$ cat src/rtl/dmem_arbiter.sv
// Data-memory port arbiter: the CPU has priority over the DMA/debug requester,
// and a starvation counter forces a single DMA slot once the DMA has lost
// STARVE_LIMIT cycles in a row.
module dmem_arbiter #(
    parameter int unsigned ADDR_W       = 12,
    parameter int unsigned DATA_W       = 8,
    parameter int unsigned STARVE_LIMIT = 4
) (
    input  logic              clk,
    input  logic              reset,
    input  logic              cpu_mem_en,
    input  logic              cpu_mem_rd,
    input  logic              cpu_mem_wr,
    input  logic [ADDR_W-1:0] cpu_mem_addr,
    input  logic [DATA_W-1:0] cpu_mem_wdata,
    output logic [DATA_W-1:0] cpu_mem_rdata,
    output logic              cpu_stall,
    input  logic              dma_req,
    input  logic              dma_we,
    input  logic [ADDR_W-1:0] dma_addr,
    input  logic [DATA_W-1:0] dma_wdata,
    output logic              dma_gnt,
    output logic [DATA_W-1:0] dma_rdata,
    output logic              dma_rvld,
    output logic              mem_en,
    output logic              mem_rd,
    output logic              mem_wr,
    output logic [ADDR_W-1:0] mem_addr,
    output logic [DATA_W-1:0] mem_wdata,
    input  logic [DATA_W-1:0] mem_rdata
);

    localparam int unsigned CW = $clog2(STARVE_LIMIT + 1);
    localparam logic [CW-1:0] CntMax    = CW'(STARVE_LIMIT);
    localparam logic [CW-1:0] CntPreMax = CW'(STARVE_LIMIT - 1);

    typedef enum logic [0:0] {ArbCpu, ArbForce} arb_state_e;

    arb_state_e    state_q, state_d;
    logic [CW-1:0] starve_cnt_q, starve_cnt_d;
    logic          cpu_own, dma_own, starve_inc;

    // Decide ownership this cycle; everything is gated off while reset is high.
    always_comb begin
        cpu_own   = 1'b0;
        dma_own   = 1'b0;
        cpu_stall = 1'b0;
        if (!reset) begin
            unique case (state_q)
                ArbCpu: begin
                    if (cpu_mem_en)   cpu_own = 1'b1;
                    else if (dma_req) dma_own = 1'b1;
                end
                ArbForce: begin
                    // A dropped dma_req here leaves the port idle rather than handing it back.
                    dma_own   = dma_req;
                    cpu_stall = cpu_mem_en;
                end
            endcase
        end
    end

    // Drive the memory port from whichever side owns it.
    always_comb begin
        mem_en        = 1'b0;
        mem_rd        = 1'b0;
        mem_wr        = 1'b0;
        mem_addr      = '0;
        mem_wdata     = '0;
        cpu_mem_rdata = '0;
        dma_gnt       = dma_own;
        if (cpu_own) begin
            mem_en    = 1'b1;
            mem_rd    = cpu_mem_rd;
            mem_wr    = cpu_mem_wr;
            mem_addr  = cpu_mem_addr;
            mem_wdata = cpu_mem_wdata;
            if (cpu_mem_rd) cpu_mem_rdata = mem_rdata;
        end else if (dma_own) begin
            mem_en    = 1'b1;
            mem_rd    = ~dma_we;
            mem_wr    = dma_we;
            mem_addr  = dma_addr;
            mem_wdata = dma_wdata;
        end
    end

    // Starvation counter and next arbitration state.
    always_comb begin
        starve_inc   = dma_req & ~dma_gnt;
        starve_cnt_d = '0;
        state_d      = ArbCpu;
        if (starve_inc) begin
            starve_cnt_d = (starve_cnt_q == CntMax) ? CntMax : starve_cnt_q + CW'(1);
            if (starve_cnt_q == CntPreMax) state_d = ArbForce;
        end
    end

    // Arbitration state, starvation count and registered DMA read return.
    always_ff @(posedge clk or posedge reset) begin
        if (reset) begin
            state_q      <= ArbCpu;
            starve_cnt_q <= '0;
            dma_rdata    <= '0;
            dma_rvld     <= 1'b0;
        end else begin
            state_q      <= state_d;
            starve_cnt_q <= starve_cnt_d;
            dma_rvld     <= dma_gnt & ~dma_we;
            if (dma_gnt && !dma_we) dma_rdata <= mem_rdata;
        end
    end

endmodule

$ cat config.mk
export PLATFORM = sky130hd
export DESIGN_NAME = dmem_arbiter
export DESIGN_NICKNAME = d
export VERILOG_FILES = /design/src/rtl/dmem_arbiter.sv
export SDC_FILE = /design/constraint.sdc
export NUM_CORES = 1
export LEC_CHECK = 0
export CORE_ASPECT_RATIO = 2
export CORE_UTILIZATION = 29
export DETAILED_ROUTE_END_ITERATION = 16
export GPL_TIMING_DRIVEN = 1
export HOLD_SLACK_MARGIN = 0.05
export PLACE_DENSITY = 0.86
export REMOVE_ABC_BUFFERS = 1
export SLEW_MARGIN = 15
export SYNTH_ARGS = -nofsm -noshare
export SYNTH_HDL_FRONTEND = slang
export SYNTH_SLANG_ARGS = --single-unit
$ cat constraint.sdc
create_clock -name clk -period 3.35 [get_ports clk]
set_input_delay 0.5025 -clock clk [delete_from_list [all_inputs] [get_ports clk]]
set_output_delay 0.5025 -clock clk [all_outputs]
set_load 0.02 [all_outputs]
======== Word level (Yosys, flattened, before mapping) ========
Cells that the tools add are included.
Widths: inputs -> output; s select.
word-level totals
  flip-flop bits (word level) ............. 13
  latch bits .............................. 0
  RAM bits ................................ 0
  memory bits (read-only) ................. 0
  memories ................................ 0
cells by class
  add/sub/neg operators ................... 1
  multiply operators ...................... 0
  divide/modulo/power cells ............... 0
  magnitude comparators ................... 0
  equality and inequality tests ........... 2
  shifts and indexed selects .............. 0
  muxes and demuxes ....................... 25
  bitwise gates (word level) .............. 5
  reductions and logical operators ........ 2
operators with widths
  operator             count
  $mux 8               4
  $mux 12              2
  $mux 1               16
  $mux 3               2
  $add 3x1->3 const B  1
  $eq 3x2->1 const B   1
  $eq 3x3->1 const B   1
  $not 1->1            3
  $and 1x1->1          2
  $pmux 1 s2           1
  $logic_and 1x1->1    1
  $logic_not 1->1      1

======== Logic depth before layout (Yosys ltp) ========
Gate-level depths: netlist of the first run.
  word-level depth ........................ 7
  mapped depth ............................ 4
  depth with buffers taken out ............ 4

======== Worst setup path after synthesis of the first run ========
OpenSTA, ideal clock, no wires.
  kind .................................... input to output
  start point ............................. input cpu_mem_en
  end point ............................... output mem_addr[10]
  arrival time ............................ 1395 ps
  data required time ...................... 2847 ps
  setup slack ............................. 1453 ps
  stages on the path ...................... 4
  path through ............................ nor2b_2 -> nor2_1 -> buf_2 -> a22o_1
between the ends
  word-level cells in the longest chain between the ends .. 5
  elaborated cells between the ends (all ways) .. 8
  classes of those cells .................. mux (8)
ends and longest elaborated chain
  element      RTL line  RTL
  from (decl)  11        input logic cpu_mem_en,
  $mux 1       51        if (cpu_mem_en) cpu_own = 1'b1;
  $pmux 1 s2   49        unique case (state_q)
  $mux 1       48        if (!reset) begin
  via dma_gnt  22        output logic dma_gnt,
  $mux 12      79        end else if (dma_own) begin
  $mux 12      72        if (cpu_own) begin
  to (decl)    28        output logic [ADDR_W-1:0] mem_addr,
The timed path passes the listed nets, and every way through them passes these cells.

======== Worst setup path in the final report of the first run ========
  start point ............................. input reset
  end point ............................... output mem_addr[6]
between the ends
  word-level cells in the longest chain between the ends .. 3
  elaborated cells between the ends (all ways) .. 4
  classes of those cells .................. mux (4)
ends and longest elaborated chain
  element      RTL line  RTL
  from (decl)  10        input logic reset,
  $mux 1       48
  $mux 12      79
  $mux 12 *    72
Mark *: on every way between the ends. The rest lies on a longest branch, timed or not.

==> run metrics, run 1 <==
Tmin final 2.90 ns; hold bufs inserted after CTS 0; # fillers roughly 220; vias in the first global route roughly 1200; initial drt markers 11; gpl congestion between 0.8 and 0.9; P&R area growth vs syn 127%; final wirelength approximately 3200 µm; wire per inst 15.3 µm; die area roughly 3100 µm²; pin count of the biggest net entering global routing 22; die width around 40 µm; adder-cell share of the synthesized area 0.0449; Starting Density 0.305; Inserted Clock Buffers 3; n_diodes 0; PwrDens 324 nW/µm²; Data required, critical path 2.85 ns; static leakage between 0.8 and 0.9 nW; # IOs 97; CTS tree done; maxcap violations 0; Net Sw Frac 0.299; Compound-Gate Fraction of Synth Area 0.243; DRT antenna net count 0; Final WS setup between 0.4 and 0.5 ns; register area share after synthesis 0.389; Avg Cell Area, Syn 10.7 µm²; final setup skew ~0.0036 ns; endpoint type of the worst setup path output pin; vias per cell about 5.1; switching power about 180 µW; first-pass GRT wire length approximately 4700 µm; row cnt 27; Setup Viol. Count Final 0; hold_ws approximately 0.46 ns; Skew-Pair Late Insertion Delay about 0.24 ns; share of cells above drive strength 1 0.118; setup slack, reg-to-reg roughly 2.1 ns; Nets roughly 240; TNS Setup 0 ns; initial antenna violation count 0; Slew @ Worst Pin approximately 0.37 ns; peak supply drop 0.287 mV; Power Total ~610 µW; core area around 2700 µm²; # resized after CTS 0; status finished, final reports clean; pre-CTS WS between 0.4 and 0.5 ns; post-detail-place hpwl around 2600 µm; mapped cell area approximately 840 µm²; type of origin of the critical path input pin; Sequential Power Share 0.320; Synth Register Bits 13; post-synthesis simple-gate area fraction 0.162; critical path type input pin to output pin; Post-Synth XOR/XNOR Area 0; vias between 1000 and 1500; Max Slew Vio Count 0; Slew HR 0.748; clock tree root buffer cell clkbuf_8; Internal between 400 and 500 µW; crit-path max FO 21; HP Class register to register; synth warn 0; CP arrival roughly 2.4 ns; Die H between 70 and 80 µm; Yosys cell types 18; fin crit share 0.865; clock share of power 0.225; H-tree depth 1; mux cell area share after synthesis 0.108; clk buf depth 2; GR Overflow Total 0; Hold Fails Final Rpt 0; Gate power share 0.455; f_max roughly 0.35 GHz; post-CTS setup buffers 0; main combinational cell family by area after synthesis compound AO/OA/AOI/OAI gates; clock transition at the registers of the reported paths about 0.050 ns; # DRC 0; Port-buffer cells 96; drt first pass iters 2; unrepaired setup endpoints after global routing no; clock sink count 13; Syn Inst Count 78; gr usage total 0.213
## registers in the layout, summed over array words and instances (netlist names)
signal and flops:
dma_rvld 1, dma_rdata 8, starve_cnt_q 3, state_q 1
## placed cells by master (no fill, tap or decap)
cell type,synthesis,routed
a21oi_1,1,1
a21o_2,1,1
nand2b_4,1,1
clkdlybuf4s50_1,0,96
a22o_1,21,21
nand2_1,2,2
nor3_4,1,1
dfrtp_1,13,13
inv_1,6,6
nor3b_1,2,1
nor2_1,2,2
and4b_1,1,1
clkbuf_8,0,3
buf_4,0,5
nor3b_2,0,1
o21ai_0,1,1
ha_1,3,3
and3_1,9,9
clkbuf_1,2,1
nor2b_2,1,1
mux2_2,8,8
## cell families after synthesis
logic type | after synthesis
mux | 8
buf+inv | 11
flops | 13
fa+ha+maj | 3
compound gates | 24
simple gates | 19
## through the flow
step	util	instances	instance area [µm²]
floorplan	-	73	813
global placement	0.677	203	1850
detailed placement	0.677	203	1850
CTS	0.694	207	1900
global route	0.694	207	1900
finish	0.694	207	1900
## Yosys cell counts
cell type / instances / area share
and4b_1: 1 / 0.012
clkbuf_1: 2 / 0.0090
nor2b_2: 1 / 0.010
nor3b_1: 2 / 0.018
and3_1: 9 / 0.067
nand2b_4: 1 / 0.016
o21ai_0: 1 / 0.0060
nand2_1: 2 / 0.0090
a21oi_1: 1 / 0.0060
a21o_2: 1 / 0.010
inv_1: 6 / 0.027
ha_1: 3 / 0.045
nor3_4: 1 / 0.019
nor2_1: 2 / 0.0090
mux2_2: 8 / 0.11
buf_2: 3 / 0.018
dfrtp_1: 13 / 0.39
a22o_1: 21 / 0.22
## worst max-delay path: stages
cell and delay (ns):
clkdlybuf4s50_1 0.48, nand2b_4 0.19, nor2_1 0.17, buf_4 0.26
a22o_1 0.18, clkdlybuf4s50_1 0.60
## layout make-up
cell class              instances  area [µm²]  share of cell area
clock buffers                   4        45.0              0.0237
well taps                      29        36.3              0.0191
repair buffers                101         998               0.526
flip-flops and latches         13         325               0.171
multi-input cells              54         470               0.248
inverters                       6        22.5              0.0119
## layer usage
layer / wire [µm] / global-route usage
met4: 93 / 0.100
met1: 908 / 0.175
met5: 0 / 0
met3: 475 / 0.0543
met2: 1700 / 0.403
## power groups by stage
stage          Sequential (mW)  Clock, mW  Combinational, mW
6_report                 0.197      0.139              0.280
5_1_grt                  0.200      0.146              0.297
4_1_cts                  0.197      0.141              0.283
3_5_place_dp             0.199          0              0.281
3_3_place_gp             0.197          0              0.275
2_1_floorplan            0.225          0             0.0858
## final timing paths
path	cells past startpoint	to	startpoint
worst max register to register	4	dma_rdata[5]	state_q
worst min register to register	1	starve_cnt_q[0]	starve_cnt_q[0]
worst max-delay path	6	mem_addr[6]	reset
worst min-delay path	1	starve_cnt_q[0]	starve_cnt_q[0]
max in group asynchronous	3	starve_cnt_q[0]	reset
min in group asynchronous	3	dma_rvld	reset
(Power assumes the default switching activity.)
==> inputs of run 2 (changes only) <==
CAP_MARGIN = 40   (was unset)
==> results of run 2 <==
The final DEF is identical to that of run 1; final timing and power are the same.
